<file path="src/rtl/el2_lsu_dccm_arb.sv">
// DCCM port arbiter: one access per cycle among LSU pipe, store-buffer drain and DMA,
// with starvation counters and a one-cycle read-return owner pipeline.
module el2_lsu_dccm_arb #(
    parameter int unsigned DCCM_BITS        = 16,
    parameter int unsigned DCCM_FDATA_WIDTH = 39,
    parameter int unsigned STARVE_MAX       = 15
) (
    input  logic                        clk,
    input  logic                        rst_l,

    input  logic                        lsu_req,
    input  logic                        lsu_wr,
    input  logic [DCCM_BITS-1:0]        lsu_addr_lo,
    input  logic [DCCM_BITS-1:0]        lsu_addr_hi,
    input  logic [DCCM_FDATA_WIDTH-1:0] lsu_wdata_lo,
    input  logic [DCCM_FDATA_WIDTH-1:0] lsu_wdata_hi,
    output logic                        lsu_gnt,
    output logic                        lsu_stall,

    input  logic                        sb_req,
    input  logic                        sb_full,
    input  logic [DCCM_BITS-1:0]        sb_addr_lo,
    input  logic [DCCM_BITS-1:0]        sb_addr_hi,
    input  logic [DCCM_FDATA_WIDTH-1:0] sb_wdata_lo,
    input  logic [DCCM_FDATA_WIDTH-1:0] sb_wdata_hi,
    output logic                        sb_gnt,

    input  logic                        dma_req,
    input  logic                        dma_wr,
    input  logic [DCCM_BITS-1:0]        dma_addr,
    input  logic [DCCM_FDATA_WIDTH-1:0] dma_wdata,
    output logic                        dma_gnt,

    output logic                        dccm_wren,
    output logic                        dccm_rden,
    output logic [DCCM_BITS-1:0]        dccm_wr_addr_lo,
    output logic [DCCM_BITS-1:0]        dccm_wr_addr_hi,
    output logic [DCCM_BITS-1:0]        dccm_rd_addr_lo,
    output logic [DCCM_BITS-1:0]        dccm_rd_addr_hi,
    output logic [DCCM_FDATA_WIDTH-1:0] dccm_wr_data_lo,
    output logic [DCCM_FDATA_WIDTH-1:0] dccm_wr_data_hi,
    input  logic [DCCM_FDATA_WIDTH-1:0] dccm_rd_data_lo,
    input  logic [DCCM_FDATA_WIDTH-1:0] dccm_rd_data_hi,

    output logic                        lsu_rd_valid,
    output logic                        dma_rd_valid,
    output logic [DCCM_FDATA_WIDTH-1:0] rd_data_lo,
    output logic [DCCM_FDATA_WIDTH-1:0] rd_data_hi
);

    localparam int unsigned CNT_W = $clog2(STARVE_MAX + 1);
    localparam logic [CNT_W-1:0] CNT_MAX = CNT_W'(STARVE_MAX);

    logic [CNT_W-1:0] sb_cnt_q, sb_cnt_d;
    logic [CNT_W-1:0] dma_cnt_q, dma_cnt_d;
    logic             lsu_rd_q, dma_rd_q;
    logic             dma_urgent, sb_urgent;

    assign dma_urgent = dma_req & (dma_cnt_q == CNT_MAX);
    assign sb_urgent  = sb_req & (sb_full | (sb_cnt_q == CNT_MAX));

    // Grants are suppressed while reset is held so nothing reaches the memory.
    always_comb begin
        lsu_gnt = 1'b0;
        sb_gnt  = 1'b0;
        dma_gnt = 1'b0;
        if (rst_l) begin
            if (dma_urgent)     dma_gnt = 1'b1;
            else if (sb_urgent) sb_gnt  = 1'b1;
            else if (lsu_req)   lsu_gnt = 1'b1;
            else if (sb_req)    sb_gnt  = 1'b1;
            else if (dma_req)   dma_gnt = 1'b1;
        end
    end

    assign lsu_stall = lsu_req & ~lsu_gnt;

    always_comb begin
        dccm_wren       = 1'b0;
        dccm_rden       = 1'b0;
        dccm_wr_addr_lo = '0;
        dccm_wr_addr_hi = '0;
        dccm_rd_addr_lo = '0;
        dccm_rd_addr_hi = '0;
        dccm_wr_data_lo = '0;
        dccm_wr_data_hi = '0;
        if (lsu_gnt) begin
            if (lsu_wr) begin
                dccm_wren       = 1'b1;
                dccm_wr_addr_lo = lsu_addr_lo;
                dccm_wr_addr_hi = lsu_addr_hi;
                dccm_wr_data_lo = lsu_wdata_lo;
                dccm_wr_data_hi = lsu_wdata_hi;
            end else begin
                dccm_rden       = 1'b1;
                dccm_rd_addr_lo = lsu_addr_lo;
                dccm_rd_addr_hi = lsu_addr_hi;
            end
        end else if (sb_gnt) begin
            dccm_wren       = 1'b1;
            dccm_wr_addr_lo = sb_addr_lo;
            dccm_wr_addr_hi = sb_addr_hi;
            dccm_wr_data_lo = sb_wdata_lo;
            dccm_wr_data_hi = sb_wdata_hi;
        end else if (dma_gnt) begin
            // DMA is always aligned, so both halves carry the same address and data.
            if (dma_wr) begin
                dccm_wren       = 1'b1;
                dccm_wr_addr_lo = dma_addr;
                dccm_wr_addr_hi = dma_addr;
                dccm_wr_data_lo = dma_wdata;
                dccm_wr_data_hi = dma_wdata;
            end else begin
                dccm_rden       = 1'b1;
                dccm_rd_addr_lo = dma_addr;
                dccm_rd_addr_hi = dma_addr;
            end
        end
    end

    always_comb begin
        sb_cnt_d  = sb_cnt_q;
        dma_cnt_d = dma_cnt_q;
        if (!sb_req || sb_gnt)        sb_cnt_d = '0;
        else if (sb_cnt_q != CNT_MAX) sb_cnt_d = sb_cnt_q + CNT_W'(1);
        if (!dma_req || dma_gnt)       dma_cnt_d = '0;
        else if (dma_cnt_q != CNT_MAX) dma_cnt_d = dma_cnt_q + CNT_W'(1);
    end

    always_ff @(posedge clk or negedge rst_l) begin
        if (!rst_l) begin
            sb_cnt_q  <= '0;
            dma_cnt_q <= '0;
            lsu_rd_q  <= 1'b0;
            dma_rd_q  <= 1'b0;
        end else begin
            sb_cnt_q  <= sb_cnt_d;
            dma_cnt_q <= dma_cnt_d;
            lsu_rd_q  <= lsu_gnt & ~lsu_wr;
            dma_rd_q  <= dma_gnt & ~dma_wr;
        end
    end

    assign lsu_rd_valid = lsu_rd_q;
    assign dma_rd_valid = dma_rd_q;
    assign rd_data_lo   = dccm_rd_data_lo;
    assign rd_data_hi   = dccm_rd_data_hi;

endmodule
</file>
<file path="config.mk">
export PLATFORM = sky130hd
export DESIGN_NAME = el2_lsu_dccm_arb
export DESIGN_NICKNAME = d
export VERILOG_FILES = /design/src/rtl/el2_lsu_dccm_arb.sv
export SDC_FILE = /design/constraint.sdc
export NUM_CORES = 1
export LEC_CHECK = 0
export CAP_MARGIN = 10
export CORE_AREA = 2 2 229 231
export DETAILED_ROUTE_END_ITERATION = 10
export DIE_AREA = 0 0 231 233
export PLACE_DENSITY = 0.43
export SYNTH_ARGS = -nofsm -noshare
export SYNTH_HDL_FRONTEND = slang
export SYNTH_SLANG_ARGS = --single-unit
</file>
<file path="constraint.sdc">
create_clock -name clk -period 2.34 [get_ports clk]
set_input_delay 0.468 -clock clk [delete_from_list [all_inputs] [get_ports clk]]
set_output_delay 0.468 -clock clk [all_outputs]
set_load 0.02 [all_outputs]
</file>
==> metrics.txt <==
Max-Cap Viols=0; Core ar.=0.0511 mm^2; fin crit share=120%; static leakage=4.05 nW; Avg WL per Cell=21.7 um; min Tclk post-route=2810 ps; first-pass GRT wire length=45,100 um; # diodes=0; CP top delay family=buffers and inverters; PwrDens=~220 mW/mm^2; CP max stage delay=between 400 and 500 ps; number of nets in the layout=1,260; post-layout util=19.4%; Site Rows=83; placer congestion estimate=0.816; Clock Tree Buf Depth=2; ANT nets after route=0; r2r worst-path depth=8; initial antenna violation count=6; syn_area_per_cell=7.96 um^2; post-DP HPWL=26,300 um; Switching Fraction=between 30% and 40%; Psw=slightly below 0.8 mW; Req. time, crit path=1870 ps; via density per instance=3.74; Critical Path, Cell by Cell=ha_4, a31o_4, a2111oi_4, buf_4, buf_12, buf_12, buf_8, buf_6, a221o_1, buf_6; number of synthesized register bits=10; IO Pins=589; setup violators final=144; Startpoint Class=register; DRC viols=0; CP bufs+invs=6; Hold-fix buffers, CTS=0; DRC marker count from the first detailed-route iteration=about 220; Filler Cell Count=approximately 5,700; number of global-route vias before repair=6,203; CTS Sinks=10; max-slew violations=0; synth unique cells=30; Worst path depth=10; Comb power frac=76.1%; failing checks=negative setup slack; Slew @ Worst Pin=538 ps; CP arrival=2340 ps; TritonRoute pass-1 iters=6; fmax=0.356 GHz; CP Class=register to primary output; HP Class=primary input to async pin; CTS H-tree lvls=1; Post-Syn Area=~0.0035 mm^2; Die Ht=233 um; Root Buffer=clkbuf_16; Die ar.=0.0538 mm^2; clk_skew=2.38 ps; RSZ-0062 raised after global routing=yes; Syn Nets=approximately 800; CTS buffer count=3; vias after detailed routing=5,891; share of cells above drive strength 1=36.4%; DP Cell Count=1,529; final hold vios=0; Clk pwr share=15.4%; worst-path fanout max=7; share of power burned in registers=8.5%; Peak supply drop=0.250 mV; critical path capture point type=primary output; CP max stage cell=dfrtp_1; Syn. warnings=0; pin count of the biggest net entering global routing=35; Clk Latency, worst-skew pair=240 ps; Power Internal=~1.4 mW; final worst slack=-467 ps; overall global routing resource usage=roughly an eighth; status=finished, violations left; CTS clk-pin slew, worst paths=roughly 40 ps; CTS tree=done; Die Width=231 um; Slew headroom=63.9%; Initial Util=about 7%; Port Buffers=432; most frequent cells in the layout=clkdlybuf4s50_1, buf_6, a221o_1; area grow syn2layout=182%; sequential fraction of the synthesis area=7.13%; Mapped Cells=roughly 440; Detailed Route WL=34,200 um; grt ovf=0; commonest non-fill, non-tap cell in the layout=clkdlybuf4s50_1; Non-Filler Instances=1,576
worst paths after layout:
| kind | end | startpoint | slack [ps] |
|---|---|---|---|
| min in group clk | dma_cnt_q[3]$_DFFE_PN0P_ | dma_cnt_q[3]$_DFFE_PN0P_ | 630 |
| worst max register to register | lsu_rd_valid$_DFF_PN0_ | sb_cnt_q[0]$_DFFE_PN0P_ | 480 |
| worst max-delay path | dccm_wr_data_hi[12] | sb_cnt_q[0]$_DFFE_PN0P_ | -470 |
| worst min-delay path | lsu_rd_valid$_DFF_PN0_ | rst_l | 460 |
| worst min register to register | dma_cnt_q[3]$_DFFE_PN0P_ | dma_cnt_q[3]$_DFFE_PN0P_ | 630 |
| max in group asynchronous | dma_cnt_q[3]$_DFFE_PN0P_ | rst_l | 1730 |
state kept, by name, summed over array words and instances, names as in the netlist:
name and cells:
lsu_rd_valid 1, sb_cnt_q 4, dma_rd_valid 1, dma_cnt_q 4
worst register-to-register path, stage by stage, from the launching register on:
cell and delay (ps):
dfrtp_1 410, ha_4 190, a31o_4 250, buf_6 120, a2111oi_4 290, buf_6 170
buf_12 130, buf_12 150, buf_4 110
metrics by stage:
stage	TNS, ps	power [mW]	instance area (um^2)	setup WS (ps)	hold slack, ps
after CTS	-62870	2.20	9780	-518	467
after global routing	-60700	2.32	9900	-526	474
final	-49950	2.21	9900	-467	459
after floorplan	-3400	0.870	3540	-53.3	172
after global placement	-147870	1.69	8810	-1100	629
after detailed placement	-149460	1.68	8810	-1100	620
Yosys cell counts:
cell       instances  area (um^2)
a221o_1          110         1100
buf_4             84          631
inv_1             61          229
a211oi_1          59          443
a22o_1            32          280
buf_2             27          135
clkbuf_1          12         45.0
dfrtp_1           10          250
nor3_1             6         30.0
nand3_1            5         25.0
a2111oi_4          4          110
buf_6              4         45.0
a2111oi_0          2         17.5
a21oi_1            2         10.0
a31oi_1            2         12.5
ha_1               2         25.0
nand2_1            2         7.51
nand3b_1           2         15.0
nor2_1             2         7.51
o21ai_0            2         10.0
xnor2_1            2         17.5
a2bb2oi_1          1         8.76
a31o_2             1         8.76
and2_1             1         6.26
and4_1             1         8.76
buf_1              1         3.75
mux2i_1            1         10.0
nand4_1            1         6.26
or2_1              1         6.26
or2_2              1         6.26
per-layer routing:
layer  share of wire, %  track usage (%)
met4                5.3             4.33
met1                 38             13.2
met2                 48             21.1
met3                7.9             2.68
met5                  0                0
timing repair:
item,CTS,global route
resized for setup,881,66
cloned,8,2
setup endpoints to repair,148,146
pin swaps,27,54
buffers inserted,41,2
final cells by class:
class                      instances  area, um^2  share of cell area [%]
tap                              680         851                    8.60
timing repair buffer             579        6140                    62.1
sequential                        10         250                    2.53
multi-input combinational        242        2330                    23.6
inverter                          61         229                    2.31
clock buffer                       4        88.8                   0.898
power groups by stage:
stage	logic, mW	clock network [mW]	registers [mW]
4_1_cts	1.66	0.349	0.188
6_report	1.68	0.341	0.188
3_3_place_gp	1.50	0	0.188
5_1_grt	1.77	0.363	0.188
3_5_place_dp	1.49	0	0.189
2_1_floorplan	0.679	0	0.192
logic make-up after synthesis:
family | share of synthesized area, %
buffers and inverters | 31.0
xor gates and xnor gates | 0.499
and+or+nand+nor | 3.38
AOI/OAI and AO/OA | 57.0
adders and majority gates | 0.712
muxes | 0.285
DFF | 7.13
Power figures use the tool's default switching activity.
